===== config.mk =====
export PLATFORM = sky130hd
export DESIGN_NAME = bin_to_bcd_seq
export DESIGN_NICKNAME = d
export VERILOG_FILES = /design/src/rtl/bin_to_bcd_seq.sv
export SDC_FILE = /design/constraint.sdc
export NUM_CORES = 1
export LEC_CHECK = 0
export BUFFER_PORTS_ARGS = -buffer_cell sky130_fd_sc_hd__buf_2
export CAP_MARGIN = 15
export CORE_ASPECT_RATIO = 0.7
export CORE_MARGIN = 1
export CORE_UTILIZATION = 56
export CTS_CLUSTER_SIZE = 20
export DETAILED_ROUTE_END_ITERATION = 8
export PLACE_DENSITY = 0.89
export SLEW_MARGIN = 30
export SYNTH_ARGS = -nofsm -noshare
export SYNTH_HDL_FRONTEND = slang
export SYNTH_SLANG_ARGS = --single-unit

===== constraint.sdc =====
create_clock -name CLK -period 2 [get_ports CLK]
set_clock_uncertainty 0.1 [all_clocks]
set_input_delay 0 -clock CLK [delete_from_list [all_inputs] [get_ports CLK]]
set_output_delay 0 -clock CLK [all_outputs]
set_load 0.005 [all_outputs]

===== src/rtl/bin_to_bcd_seq.sv =====
// Sequential binary-to-BCD converter using the shift-and-add-3 method.
// One binary bit is shifted into the BCD work register per clock. Before
// each shift, every BCD digit of 5..9 gets +3 so the shift yields a valid
// decimal carry. The packed result is published on bcd_out with a one-cycle
// done pulse and is held until the next conversion completes.
module bin_to_bcd_seq #(
   parameter int IN_W   = 6,
   parameter int DIGITS = 2
) (
   input  logic                  CLK,
   input  logic                  RST,
   input  logic                  start,
   input  logic [IN_W-1:0]       bin_in,
   output logic                  busy,
   output logic                  done,
   output logic [4*DIGITS-1:0]   bcd_out
);

   localparam int CNT_W = $clog2(IN_W + 1);
   localparam int BCD_W = 4 * DIGITS;

   typedef enum logic [0:0] {
      ST_IDLE  = 1'b0,
      ST_SHIFT = 1'b1
   } state_t;

   state_t              state_q,    state_d;
   logic [IN_W-1:0]     bin_sh_q,   bin_sh_d;
   logic [BCD_W-1:0]    bcd_work_q, bcd_work_d;
   logic [CNT_W-1:0]    cnt_q,      cnt_d;
   logic [BCD_W-1:0]    bcd_out_q,  bcd_out_d;
   logic                busy_q,     busy_d;
   logic                done_q,     done_d;

   logic [BCD_W-1:0]    corr_bcd;
   logic [BCD_W-1:0]    shift_bcd;

   // Add-3 correction for one digit. Digits 10..15 never occur because the
   // work register always holds valid BCD; they map to 0 as a safe default.
   function automatic logic [3:0] add3_fix(input logic [3:0] d);
      logic [3:0] r;
      case (d)
         4'd0, 4'd1, 4'd2, 4'd3, 4'd4: r = d;
         4'd5, 4'd6, 4'd7, 4'd8, 4'd9: r = d + 4'd3;
         default:                      r = 4'd0;
      endcase
      return r;
   endfunction

   // Apply the per-digit correction, then form the left-shifted BCD value
   // with the binary MSB entering digit 0.
   always_comb begin
      corr_bcd = '0;
      for (int i = 0; i < DIGITS; i++) begin
         corr_bcd[4*i +: 4] = add3_fix(bcd_work_q[4*i +: 4]);
      end
      shift_bcd = {corr_bcd[BCD_W-2:0], bin_sh_q[IN_W-1]};
   end

   // Next-state and next-output logic of the IDLE/SHIFT controller.
   always_comb begin
      state_d    = state_q;
      bin_sh_d   = bin_sh_q;
      bcd_work_d = bcd_work_q;
      cnt_d      = cnt_q;
      bcd_out_d  = bcd_out_q;
      busy_d     = busy_q;
      done_d     = 1'b0;
      case (state_q)
         ST_IDLE: begin
            if (start) begin
               bin_sh_d   = bin_in;
               bcd_work_d = '0;
               cnt_d      = CNT_W'(IN_W);
               busy_d     = 1'b1;
               state_d    = ST_SHIFT;
            end else begin
               state_d    = ST_IDLE;
            end
         end
         ST_SHIFT: begin
            bin_sh_d   = bin_sh_q << 1;
            bcd_work_d = shift_bcd;
            cnt_d      = cnt_q - CNT_W'(1);
            if (cnt_q == CNT_W'(1)) begin
               // Last bit shifted in: publish and return to IDLE.
               bcd_out_d = shift_bcd;
               done_d    = 1'b1;
               busy_d    = 1'b0;
               state_d   = ST_IDLE;
            end else begin
               state_d   = ST_SHIFT;
            end
         end
         default: begin
            state_d = ST_IDLE;
            busy_d  = 1'b0;
         end
      endcase
   end

   // State and output registers; synchronous reset aborts any conversion.
   always_ff @(posedge CLK) begin
      if (RST) begin
         state_q    <= ST_IDLE;
         bin_sh_q   <= '0;
         bcd_work_q <= '0;
         cnt_q      <= '0;
         bcd_out_q  <= '0;
         busy_q     <= 1'b0;
         done_q     <= 1'b0;
      end else begin
         state_q    <= state_d;
         bin_sh_q   <= bin_sh_d;
         bcd_work_q <= bcd_work_d;
         cnt_q      <= cnt_d;
         bcd_out_q  <= bcd_out_d;
         busy_q     <= busy_d;
         done_q     <= done_d;
      end
   end

   assign busy    = busy_q;
   assign done    = done_q;
   assign bcd_out = bcd_out_q;

endmodule


; ---- Yosys cells after proc, flatten, opt, wreduce, memory -nomap -nowiden
; Cells that the tools add are included.
[totals]
regBits = 28
inputBits = 9
output_inout_bits = 10
elab_cells = 56
[op_classes]
mux = 15
bitwise_logic = 1
n_reduce_logical = 9
add_sub_neg = 3
eq_ne = 21
[ops]
columns = cell, n
row1 = $eq A4 B3 Y1 const B, 8
row2 = $reduce_or A5 Y1, 4
row3 = $eq A4 B2 Y1 const B, 4
row4 = $eq A4 B4 Y1 const B, 4
row5 = $pmux W8 S2, 1
row6 = $pmux W3 S2, 2
row7 = $pmux W6 S2, 1
row8 = $eq A4 B1 Y1 const B, 2
row9 = $logic_not A4 Y1, 2
row10 = $mux W8, 1
row11 = $pmux W4 S2, 1
row12 = $mux W6, 1
row13 = $mux W1, 5
row14 = $add A4 B2 Y4 const B, 1
row15 = $pmux W1 S2, 2
row16 = $reduce_and A2 Y1, 2
row17 = $add A3 B2 Y3 const B, 1
row18 = $eq A3 B1 Y1 const B, 1
row19 = $mux W3, 1
row20 = $sub A3 B1 Y3 const B, 1
row21 = $ne A2 B1 Y1 const B, 1
row22 = $ne A2 B2 Y1 const B, 1
row23 = $reduce_or A2 Y1, 1
row24 = $not A1 Y1, 1

; ---- Logic depth before layout (Yosys ltp)
[logic_depth]
depth_word = 4
ltp_mapped = 7
depth_no_buf = 7

; ---- Worst setup path before layout
; Ideal clock, no wire load.
[synth_path]
path_type = register to register
from = register bcd_work_q[1]
to = register bcd_work_q[2]
required_time_ns = 1.771
path_buffers = 0
setup_slack_ns = 0.420
stages_incl_launch_ff = 7
setup_ns = 0.129
arrival_ns = 1.351
synth_period_minus_slack_ns = 1.580
cell_sequence = dfxtp_1 -> inv_1 -> ha_1 -> nor3_2 -> nor3_2 -> a211oi_2 -> a211oi_1
[synth_between]
elab_chain_cells = 4
elab_cells_between_ends = 15
classes_between = add/sub: 1 / eq/ne: 9 / mux: 2 / reduce/logical: 3
[synth_rtl]
columns = element, line_no
row1 = from (decl), 29  ; logic [BCD_W-1:0] bcd_work_q, bcd_work_d;
row2 = from (signal assigned), 115  ; bcd_work_q <= bcd_work_d;
row3 = branches (longest 2 deep; another with $add A4 B2 Y4), n/a
row4 = $pmux W4 S2 (*), 42  ; case (d)
row5 = $pmux W8 S2 (*), 69  ; case (state_q)
; Every way passes the cells marked *.
; A chain may end at the register's enable or synchronous reset.

; ---- Worst setup path in the final report
; Ends and elaborated chain as after synthesis.

==> impl_metrics.py <==
metrics = {
    "clock_tree": {
        "cts.sinks": 28,
        "h-tree-depth": 1,
        "clk_pin_slew_ns": 0.14,
        "cts_inserted_buffers": 3,
        "cts_tree": "yes",
        "clockRootBuffer": "clkbuf_4",
        "post_cts_buffers": 0,
        "cts_buffer_depth": 2,
        "clock_latency_ns": 0.32,
        "cts_resized": 0,
    },
    "synthesis": {
        "yosys.area.top_type": "dfxtp_1",
        "synth_top_family_by_area": "compound AO/OA/AOI/OAI gates",
        "ys_types": 35,
        "synthAdderAreaFrac_pct": 10.48,
        "synth.mux.area_fraction_pct": 4.891,
        "yosysSeqAreaShare_pct": 39.13,
        "syn_area_um2": 1433,
        "synthTopCellsByArea": "dfxtp_1 39%, ha_1 10%, a21oi_1 4.9%",
        "synthCells": 156,
        "synth-simple-area-share_pct": 16.86,
        "synth_compound_area_share_pct": 22.88,
        "syn_area_per_cell_um2": 9.183,
        "synth_xor_area_share_pct": 0,
        "syn-num-nets": 177,
        "synth_top_area_share_pct": 39.13,
        "ys_ff_latch": 28,
        "yosysWarnings": 0,
    },
    "worst_setup_path": {
        "worstSetupStartpointType": "register",
        "cp_common_cell": "nor3_2",
        "crit_slowest_cell": "dfxtp_1",
        "path_max_fanout": 5,
        "critPathKind": "register to register",
        "arrival_ns": 1.94,
        "cp_cell_sequence": "inv_1 -> ha_1 -> nor3_2 -> nor3_2 -> a211oi_2 -> a211oi_1",
        "worstSetupEndpointType": "register",
        "slowest_delay_ns": 0.43,
        "worstPathRequired_ns": 2.10,
    },
    "timing": {
        "finalSetupViolCount": 0,
        "worst_slew_pin_slew_ns": 0.4111,
        "hold_violations": 0,
        "finalMaxSlewViolations": 0,
        "period_needed_ns": 1.835,
        "rsz0062_at_grt": "false",
        "fmax_mhz": 545.0,
        "fin_crit_sh_pct": 91.74,
        "maxSlewHeadroom_pct": 72.38,
        "tns_ns": 0,
    },
    "finish": {
        "final_common_cell": "dfxtp_1",
        "area_delta_synth_final_pct": 17.29,
        "num-nets-final": 206,
        "num_antenna_cells": 0,
        "final_cell_mix": "28 x dfxtp_1, 18 x buf_2, 17 x nor2_1, 14 x a21oi_1, 13 x inv_1",
        "instances_no_fill": 216,
        "layout-drive-gt1-share_pct": 21.20,
        "post-route-util_pct": 73.79,
        "final_cell_area_um2": 1680,
    },
    "route": {
        "vias": 1222,
        "totalWireLength_um": 2907,
        "drt-wirelength-per-cell_um": 13.46,
        "routed_via_density": 5.657,
        "drtAntennaViolNets": 0,
        "drtIter0Drc": 72,
        "first_pass_iters": 5,
        "post-route-drc-count": 0,
    },
    "run": {
        "drv_cap": 0,
    },
    "floorplanning": {
        "initial_core_util_pct": 62.91,
        "fp.coreArea_um2": 2277,
        "ios": 19,
        "dieArea_um2": 2768,
        "fp.dieW_um": 62.46,
        "die_h_um": 44.32,
        "rows": 14,
    },
    "place": {
        "placed_area_um2": 1544,
        "dp.cells": 202,
        "hpwl_um": 2111,
        "gp_congestion": 0.8840,
        "port_buffers": 18,
    },
    "power_and_ir_drop": {
        "total_power_uw": 978.4,
        "ir_drop_mv": 0.6000,
        "p_leak_nw": 0.7149,
        "power.density_nw_per_um2": 582.3,
    },
    "hold_path": {
        "hold_path_class": "input port to register",
    },
    "global_route": {
        "grt_pass1_wl_um": 4830,
        "overflow": 0,
        "grt_max_degree": 20,
        "grt_usage_pct": 22.53,
        "grt_pass1_vias": 1144,
        "antenna_found_initial": 0,
    },
    "run_status": {
        "status": "complete, no violations",
    },
}
==> kinds of logic after synthesis <==
group / Yosys count
simple gates: 45
compound gates: 45
flops: 28
buf+inv: 19
fa+ha+maj: 12
mux: 7
==> metal layers <==
metal	routed length (um)	vias to the layer above	track usage, %
met3	240	2	5.670
li1	-	604	-
met5	0	-	0
met2	1400	52	42.39
met1	1259	564	26.88
met4	7	0	3.721
==> final cells by class <==
cell class	instances	area (um^2)
fillers	159	596.8
multi-input cells	109	789.5
repair buffers	30	205.2
flip-flops and latches	28	560.5
inverters	13	48.80
clock buffers	4	36.28
well taps	32	40.04
==> synthesized netlist by cell type (all sizes together) <==
cell type / number
a211oi: 6
a21oi: 14
a221oi: 1
a22o: 2
a2bb2oi: 1
a311oi: 1
a32o: 1
buf: 5
clkbuf: 1
dfxtp: 28
ha: 12
inv: 13
mux2i: 7
nand2: 9
nand2b: 3
nand3b: 1
nor2: 20
nor2b: 1
nor3: 11
o21ai: 8
o21bai: 1
o221ai: 1
o22a: 1
o22ai: 1
o2bb2ai: 6
o31a: 1
==> critical path, delay by kind of cell, from the launching register on <==
family | cells | cell delay [ns]
buffers and inverters | 1 | 0.13
DFF | 1 | 0.43
adders and majority gates | 1 | 0.24
and+or+nand+nor | 2 | 0.43
AOI/OAI and AO/OA | 2 | 0.39
==> stage by stage <==
stage	hold slack, ns	setup slack (ns)
after floorplan	0.08949	0.4199
after global placement	0.1928	0.3448
after detailed placement	0.2106	0.2199
after CTS	0.01716	0.1808
after global routing	0.03319	0.03545
final	0.03414	0.1651
==> final timing paths <==
| check | startpoint | endpoint | slack (ns) | depth (start not counted) |
|---|---|---|---|---|
| worst max-delay path | bcd_work_q[1] | bcd_work_q[2] | 0.17 | 6 |
| worst min-delay path | start | busy | 0.03 | 3 |
| worst max register to register | bcd_work_q[1] | bcd_work_q[2] | 0.17 | 6 |
| worst min register to register | bcd_out[4] | bcd_out[4] | 0.38 | 1 |
==> report_power, final <==
group          internal [mW]  total, mW  switching, mW
Combinational         0.0544      0.118         0.0639
Sequential             0.576      0.591         0.0152
Clock                  0.111      0.269          0.158
Total                  0.742      0.978          0.237
==> repair_timing <==
action | in CTS | in global routing
endpoints found under the hold margin | 9 | 0
hold buffers | 10 | 0
setup endpoints to repair | 0 | 0
==> registers in the layout (all words and copies together), names as in the netlist <==
| signal | cells |
|---|---|
| bcd_out | 8 |
| bcd_work_q | 8 |
| bin_sh_q | 6 |
| cnt_q | 3 |
| busy | 1 |
| done | 1 |
| state_q | 1 |
Power figures use the tool's default switching activity.
